$ cat config.mk
export PLATFORM = sky130hd
export DESIGN_NAME = i2s_transmitter
export DESIGN_NICKNAME = d
export VERILOG_FILES = /design/src/rtl/i2s_transmitter.sv
export SDC_FILE = /design/constraint.sdc
export NUM_CORES = 1
export LEC_CHECK = 0
export BUFFER_PORTS_ARGS = -buffer_cell sky130_fd_sc_hd__buf_4
export CELL_PAD_IN_SITES_DETAIL_PLACEMENT = 0
export CELL_PAD_IN_SITES_GLOBAL_PLACEMENT = 2
export CORE_ASPECT_RATIO = 1.1
export CORE_UTILIZATION = 32
export DETAILED_ROUTE_END_ITERATION = 7
export PLACE_DENSITY = 0.88
export SLEW_MARGIN = 40
export SYNTH_ARGS = -nofsm -noshare
export SYNTH_HDL_FRONTEND = slang
export SYNTH_SLANG_ARGS = --single-unit
$ cat constraint.sdc
create_clock -name sys_clk -period 3.1 [get_ports sys_clk]
set_clock_uncertainty 0.05 [all_clocks]
set_input_delay 0.31 -clock sys_clk [delete_from_list [all_inputs] [get_ports sys_clk]]
set_output_delay 0.31 -clock sys_clk [all_outputs]
set_load 0.005 [all_outputs]
$ cat src/rtl/i2s_transmitter.sv
// I2S transmitter: 8-bit left/right samples arrive through valid/ready ports
// and are sent MSB first, one SCK after each slot edge, in SLOT_BITS-wide slots.
module i2s_transmitter #(
  parameter int unsigned SCK_HALF  = 4,
  parameter int unsigned SLOT_BITS = 32
) (
  input  logic       sys_clk,
  input  logic       sys_rst,
  input  logic [7:0] s_axis_tdata_l,
  input  logic       s_axis_tvalid_l,
  output logic       s_axis_tready_l,
  input  logic [7:0] s_axis_tdata_r,
  input  logic       s_axis_tvalid_r,
  output logic       s_axis_tready_r,
  output logic       MCLK,
  output logic       SCK,
  output logic       LRCLK,
  output logic       SDATA,
  output logic       underrun_l,
  output logic       underrun_r
);

  localparam int unsigned DIV_W = $clog2(SCK_HALF);
  localparam int unsigned BIT_W = $clog2(SLOT_BITS);

  logic [DIV_W-1:0] div_q, div_d;
  logic [BIT_W-1:0] bit_cnt_q, bit_cnt_d;
  logic             mclk_q, mclk_d, sck_q, sck_d, lrclk_q, lrclk_d, sdata_q, sdata_d;
  logic [7:0]       shift_q, shift_d, hold_l_q, hold_l_d, hold_r_q, hold_r_d;
  logic             full_l_q, full_l_d, full_r_q, full_r_d;
  logic             tready_l_q, tready_l_d, tready_r_q, tready_r_d;
  logic             underrun_l_q, underrun_l_d, underrun_r_q, underrun_r_d;
  logic             fall_evt, slot_start;
  logic [2:0]       bit_sel;

  always_comb begin
    mclk_d       = ~mclk_q;
    div_d        = div_q;
    sck_d        = sck_q;
    bit_cnt_d    = bit_cnt_q;
    lrclk_d      = lrclk_q;
    sdata_d      = sdata_q;
    shift_d      = shift_q;
    hold_l_d     = hold_l_q;
    hold_r_d     = hold_r_q;
    full_l_d     = full_l_q;
    full_r_d     = full_r_q;
    underrun_l_d = 1'b0;
    underrun_r_d = 1'b0;
    fall_evt     = 1'b0;
    bit_sel      = 3'd0;

    if (div_q == DIV_W'(SCK_HALF - 1)) begin
      div_d    = '0;
      sck_d    = ~sck_q;
      fall_evt = sck_q;
    end else begin
      div_d = div_q + DIV_W'(1);
    end

    slot_start = fall_evt && (bit_cnt_q == BIT_W'(SLOT_BITS - 1));

    if (fall_evt) begin
      bit_cnt_d = slot_start ? '0 : bit_cnt_q + BIT_W'(1);
      if (slot_start) begin
        lrclk_d = ~lrclk_q;
        // lrclk_q high means the new slot is the left one
        if (lrclk_q) begin
          shift_d      = full_l_q ? hold_l_q : 8'h00;
          underrun_l_d = ~full_l_q;
          full_l_d     = 1'b0;
        end else begin
          shift_d      = full_r_q ? hold_r_q : 8'h00;
          underrun_r_d = ~full_r_q;
          full_r_d     = 1'b0;
        end
      end
      bit_sel = 3'(4'd8 - 4'(bit_cnt_d));
      sdata_d = (bit_cnt_d >= BIT_W'(1) && bit_cnt_d <= BIT_W'(8)) ? shift_q[bit_sel] : 1'b0;
    end

    // Captures come after the slot load so a same-cycle load sees the empty register
    if (s_axis_tvalid_l && tready_l_q) begin
      hold_l_d = s_axis_tdata_l;
      full_l_d = 1'b1;
    end
    if (s_axis_tvalid_r && tready_r_q) begin
      hold_r_d = s_axis_tdata_r;
      full_r_d = 1'b1;
    end

    tready_l_d = ~full_l_d;
    tready_r_d = ~full_r_d;
  end

  always_ff @(posedge sys_clk) begin
    if (sys_rst) begin
      mclk_q       <= 1'b0;
      div_q        <= '0;
      sck_q        <= 1'b0;
      bit_cnt_q    <= BIT_W'(SLOT_BITS - 1);
      lrclk_q      <= 1'b1;
      sdata_q      <= 1'b0;
      shift_q      <= 8'h00;
      hold_l_q     <= 8'h00;
      hold_r_q     <= 8'h00;
      full_l_q     <= 1'b0;
      full_r_q     <= 1'b0;
      tready_l_q   <= 1'b0;
      tready_r_q   <= 1'b0;
      underrun_l_q <= 1'b0;
      underrun_r_q <= 1'b0;
    end else begin
      mclk_q       <= mclk_d;
      div_q        <= div_d;
      sck_q        <= sck_d;
      bit_cnt_q    <= bit_cnt_d;
      lrclk_q      <= lrclk_d;
      sdata_q      <= sdata_d;
      shift_q      <= shift_d;
      hold_l_q     <= hold_l_d;
      hold_r_q     <= hold_r_d;
      full_l_q     <= full_l_d;
      full_r_q     <= full_r_d;
      tready_l_q   <= tready_l_d;
      tready_r_q   <= tready_r_d;
      underrun_l_q <= underrun_l_d;
      underrun_r_q <= underrun_r_d;
    end
  end

  assign MCLK            = mclk_q;
  assign SCK             = sck_q;
  assign LRCLK           = lrclk_q;
  assign SDATA           = sdata_q;
  assign underrun_l      = underrun_l_q;
  assign underrun_r      = underrun_r_q;
  assign s_axis_tready_l = tready_l_q;
  assign s_axis_tready_r = tready_r_q;

endmodule
==> results of run 1 <==
[flip-flops by register name, summed over array words and instances (netlist names)]
register and cells:
LRCLK 1, div_q 2, full_l_q 1, underrun_r 1, full_r_q 1, hold_l_q 8, s_axis_tready_l 1, SDATA 1
s_axis_tready_r 1, shift_q 8, MCLK 1, hold_r_q 8, underrun_l 1, SCK 1, bit_cnt_q 5
[per-layer routing]
layer	global-route usage [%]	up-vias
li1	-	738
met1	16.6	612
met2	18.3	25
met3	2.86	7
met4	7.40	0
met5	0	-
[power by group]
group	leakage, nW	internal, mW	switching, mW
clock network	0.0443	0.177	0.168
registers	0.334	0.547	0.0163
logic	0.386	0.0409	0.0403
[logic make-up after synthesis]
logic type | Yosys count | share of synthesized area [%]
simple gates | 93 | 25.1
fa+ha+maj | 5 | 3.74
buf+inv | 15 | 3.51
compound gates | 37 | 13.2
flops | 41 | 49.1
xor+xnor | 4 | 2.09
mux | 3 | 3.37
[worst max path at each step]
stage                       from    end  slack (ps)  cells after the start
floorplan           bit_cnt_q[0]  SDATA         330                     10
global placement    bit_cnt_q[0]  SDATA         410                      9
detailed placement  bit_cnt_q[0]  SDATA         380                      9
CTS                 bit_cnt_q[0]  SDATA         360                      9
global route        bit_cnt_q[0]  SDATA         250                      9
finish              bit_cnt_q[0]  SDATA         380                      9
[worst max-delay path, stage by stage (launching register included)]
cell and delay (ps):
dfxtp_1 380, ha_1 240, and3_1 180, ha_1 250, and3_1 230, nor2_2 200, ha_1 290, mux4_2 280
mux2_2 270, a32o_1 250
[placed cells by master, fill, tap and decap left out, types with 2 or more instances in the layout]
cell type  count
a211o_1        3
a21oi_1       21
a31oi_1        9
and3_1         2
buf_4         29
clkbuf_8       6
dfxtp_1       41
ha_1           5
inv_1          3
mux4_2         2
nand2_1       44
nand2b_1       2
nand3_1       26
nor2_1         7
nor3_1         5
nor3b_1        2
xnor2_1        2
xor2_1         2
[final cells by class]
type / count / area (um2)
clock buffer: 7 / 86.3
fill: 523 / 3030
inverter: 3 / 11.3
multi-input combinational: 142 / 793
sequential: 41 / 821
tap: 58 / 72.6
timing repair buffer: 29 / 218
==> flow_summary_export.csv, run 1 <==
group,metric,value,unit
run_status,status,"complete, no violations",
route,wl_met3,104,um
setup_path,arrival,2850,ps
global_routing,grt_start_max_net_pins,42,
setup_path,startpoint_type,"register",
cts,cts_resized,0,
synthesis,synth_seq_area_share,49.1,%
timing,setup_ws,382,ps
cts,cts_buffers,5,
timing,setup_viol,0,
timing,fmax,368,MHz
hold_path,min_to,"hold_l_q[3]",
synthesis,syn_inst,198,
synthesis,yosysMostFrequentCell,"nand2_1",
cts,cts_tree,"done",
placed_design,place.gp.congestion,0.726,
floorplan,rows,27,
power,p_leak,0.764,nW
route,remaining_drc_errors,0,
timing,fin_crit_sh,87.7,%
synthesis,synth_commonest_cells,"nand2_1, dfxtp_1, nand3_1, a21oi_1",
synthesis,synth_top_area_share,49.1,%
synthesis,syn_area,0.00167,mm2
floorplan,core-area,0.00503,mm2
cts,cts_hold_buf,0,
placed_design,placed_area,0.00192,mm2
hold_path,hold_start,"s_axis_tdata_l[3]",
synthesis,synth.distinct_cells,29,
finish,syn_to_final_growth,19.7,%
setup_path,endpoint_kind,"register",
setup_path,r2r-end,"SDATA",
synthesis,synth_ff_type,"dfxtp_1",
power,powerDensity,494,mW/mm2
timing,tns,0,ps
hold_path,whs_path_depth,3,
route,drt_iter0_drc,65,
global_routing,grt_pass1_vias,1166,
route,drt_first_pass_iters,6,
finish,utilization,39.8,%
synthesis,syn_avg_cell_area,8.45,um2
floorplan,die_height,77.8,um
finish,nets,247,
timing,max_slew_margin,70.0,%
timing,final-hold-violation-count,0,
floorplan,start_util,33.2,%
setup_path,rrSetupSlack,380,ps
timing,finalMaxSlewViolations,0,
timing,period_needed,2720,ps
route,ant_nets,0,
synthesis,yosysTopAreaCell,"dfxtp_1",
placed_design,pre_cts_slack,376,ps
route,maxUsedRoutingLayer,"met4",
placed_design,io_buffers,27,
timing,timing.hold.ws,228,ps
cts,clk_path_buf_depth,2,
global_routing,grt_usage,12.5,%
setup_path,crit_fanout,7,
route,drt-total-wl,3310,um
floorplan,die_w,70.9,um
route,met2WireLength,1510,um
power,peakVddDrop,0.216,mV
synthesis,synthTopCellsByArea,"dfxtp_1, nand2_1, nand3_1, a21oi_1, ha_1",
synthesis,async_flop_share,0,%
timing,tightestPinTransition,448,ps
cts,cts.clk_slew.worst_paths,70,ps
route,routed_via_density,4.94,
synthesis,yosysWarnings,0,
setup_path,crit_type,"reg2reg",
finish,fin_area,0.00200,mm2
hold_path,worstHoldPathType,"in2reg",
route,routedWlPerCell,11.8,um
setup_path,reg2regPathDepth,9,
flow_run,max_cap_violations,0,
cts,clk_latency,280,ps
placed_design,dpl.cell_count,273,
cts,cts-root-buf,"clkbuf_8",
setup_path,required,3230,ps
finish,diodes,0,
global_routing,grt_pass1_wl,5370,um
synthesis,synth_seq_cells,41,
finish,layout-drive-gt1-share,17.6,%
route,dr_total_vias,1382,
cts,htree_levels,2,
synthesis,synth_edf_count,0,
floorplan,dieArea,0.00552,mm2
route,wl_met1,1630,um
placed_design,dp_hpwl,2380,um
timing,rsz0062_at_grt,"no",
cts,postCtsSetupBuffers,0,
synthesis,synth_nets,223,
global_routing,grt_overflow,0,
floorplan,io_pins,28,
finish,fin_cells,280,
power,p_total,0.989,mW
global_routing,antenna_found_initial,0,
cts,clock_sinks,41,
setup_path,r2r-start,"bit_cnt_q[0]",
(Power assumes the default switching activity.)
==> inputs of run 2 (changes only) <==
--- a/config.mk
+++ b/config.mk
@@ -5,13 +5,14 @@
 export SDC_FILE = /design/constraint.sdc
 export NUM_CORES = 1
 export LEC_CHECK = 0
-export BUFFER_PORTS_ARGS = -buffer_cell sky130_fd_sc_hd__buf_4
 export CELL_PAD_IN_SITES_DETAIL_PLACEMENT = 0
 export CELL_PAD_IN_SITES_GLOBAL_PLACEMENT = 2
 export CORE_ASPECT_RATIO = 1.1
-export CORE_UTILIZATION = 32
+export CORE_UTILIZATION = 36
+export CTS_BUF_LIST = sky130_fd_sc_hd__clkbuf_16
 export DETAILED_ROUTE_END_ITERATION = 7
-export PLACE_DENSITY = 0.88
+export DONT_BUFFER_PORTS = 1
+export PLACE_DENSITY = 0.87
 export SLEW_MARGIN = 40
 export SYNTH_ARGS = -nofsm -noshare
 export SYNTH_HDL_FRONTEND = slang
==> run 2 against run 1 <==
  * Die area down 11%
  * Largest cell class unchanged
  * Combinational power decreased by 43%
  * Critical endpoint unchanged
  * Worst setup slack got worse by 120 ps
  * Final cell count is 11% lower
==> flow_summary_export.csv, run 2 (synthesized netlist as in run 1, its figures left out) <==
group,metric,value,unit
run_status,status,"complete, no violations",
placed_design,dp_hpwl,2560,um
placed_design,io_buffers,0,
cts,clk_latency,280,ps
finish,n_fill_cell,462,
setup_path,cp_top_family,"adder cells",
cts,cts_buffers,5,
route,drt_first_pass_iters,4,
global_routing,grt_overflow,0,
global_routing,grt_pass1_wl,5910,um
finish,fin_area,0.00185,mm2
setup_path,startpoint_type,"register",
timing,finalMaxSlewViolations,0,
placed_design,pre_cts_slack,277,ps
placed_design,dpl.cell_count,242,
setup_path,path_common_cell,"ha_1",
setup_path,crit_fanout,7,
route,routedWlPerCell,14.1,um
flow_run,max_cap_violations,0,
setup_path,required,3220,ps
route,drt_iter0_drc,64,
timing,setup_viol,0,
setup_path,cp_cell_sequence,"ha_1 > and3_1 > ha_1 > and3_1 > nor2_2 > ha_1 > mux4_2 > mux2_2 > a32o_1",
cts,htree_levels,2,
cts,clock_sinks,41,
setup_path,crit_type,"reg2reg",
placed_design,place.gp.congestion,0.810,
cts,postCtsSetupBuffers,0,
timing,period_needed,2830,ps
setup_path,cpMaxStageDelayCell,"dfxtp_1",
cts,cts_hold_buf,0,
global_routing,grt_pass1_vias,1309,
cts,cts.clk_slew.worst_paths,60,ps
global_routing,grt_usage,16.4,%
finish,fin_cells,250,
power,powerDensity,593,mW/mm2
floorplan,die_height,73.5,um
power,p_total,1.09,mW
finish,layout-drive-gt1-share,6.12,%
finish,final_cell_mix,"nand2_1, dfxtp_1, nand3_1, a21oi_1, a31oi_1",
finish,diodes,0,
route,remaining_drc_errors,0,
cts,cts_tree,"done",
placed_design,placed_area,0.00171,mm2
timing,max_slew_margin,67.3,%
timing,final-hold-violation-count,0,
setup_path,arrival,2950,ps
timing,tightestPinTransition,488,ps
global_routing,grt_start_max_net_pins,42,
setup_path,endpoint_kind,"register",
finish,final_common_cell,"nand2_1",
timing,rsz0062_at_grt,"no",
cts,cts-root-buf,"clkbuf_16",
finish,syn_to_final_growth,10.3,%
floorplan,io_pins,28,
setup_path,cp.buffers_inverters,0,
timing,fmax,353,MHz
hold_path,worstHoldPathType,"in2reg",
setup_path,max_stage_delay,380,ps
cts,cts_resized,0,
floorplan,rows,25,
global_routing,antenna_found_initial,0,
cts,clk_path_buf_depth,2,
power,p_leak,0.656,nW
route,ant_nets,0,
timing,setup_ws,266,ps
power,peakVddDrop,0.234,mV
floorplan,core-area,0.00438,mm2
timing,fin_crit_sh,91.4,%
floorplan,dieArea,0.00492,mm2
finish,nets,220,
route,routed_via_density,5.32,
finish,largestRegisters,"hold_l_q: 8 flops, hold_r_q: 8 flops, shift_q: 8 flops",
timing,tns,0,ps
route,drt-total-wl,3530,um
floorplan,start_util,38.2,%
route,dr_total_vias,1331,
floorplan,die_w,67.0,um
==> run 2: changes by cell type in the layout (fill, tap and decap cells not counted) <==
cell | previous run | this run
clkbuf_16 | 0 | 5
clkbuf_1 | 1 | 0
buf_4 | 29 | 2
clkbuf_8 | 6 | 0
clkinv_1 | 0 | 2
clkinv_2 | 0 | 1
==> run 2: worst register-to-register path: cells and delay by family (launching register included) <==
family | cells | cell delay (ps)
adder cells (fa/ha/maj) | 3 | 820
AO/OA/AOI/OAI | 1 | 250
flip-flops | 1 | 380
multiplexers | 2 | 590
AND/OR/NAND/NOR | 3 | 640
==> run 2: final timing paths <==
kind	from	end	slack, ps	cells after the start
worst max-delay path	bit_cnt_q[0]	SDATA	270	9
worst min-delay path	sys_rst	MCLK	50	1
worst max register to register	bit_cnt_q[0]	SDATA	270	9
worst min register to register	div_q[0]	div_q[0]	380	1
==> run 2: area by class of cell <==
cell class | count | area (um2) | share of cell area [%]
Timing Repair Buffer | 2 | 15.0 | 0.814
Sequential cell | 41 | 821 | 44.5
Inverter | 3 | 11.3 | 0.610
Tap cell | 54 | 67.6 | 3.66
Clock inverter | 3 | 12.5 | 0.678
Multi-Input combinational cell | 142 | 793 | 43.0
Clock buffer | 5 | 125 | 6.78
==> run 2: metal layers <==
metal / vias up / track usage (%) / share of wire, %
met5: - / 0 / 0
met4: 0 / 6.38 / 2.1
met3: 9 / 5.43 / 5.3
met2: 29 / 28.1 / 50
met1: 614 / 18.6 / 43
li1: 679 / - / -
==> run 2: where the power goes <==
part           total (mW)  switching (mW)  internal [mW]
clock               0.481           0.191          0.291
combinational      0.0466          0.0253         0.0212
sequential          0.567          0.0187          0.548
total                1.09           0.235          0.860
==> run 2: per-stage QoR <==
| step | hold WS (ps) | utilization [%] |
|---|---|---|
| 6_report | 47.4 | 42.1 |
| 5_1_grt | 38.8 | 42.1 |
| 4_1_cts | 38.7 | 42.1 |
| 3_5_place_dp | 337 | 39.0 |
| 3_3_place_gp | 333 | 39.0 |
| 2_1_floorplan | 354 | - |
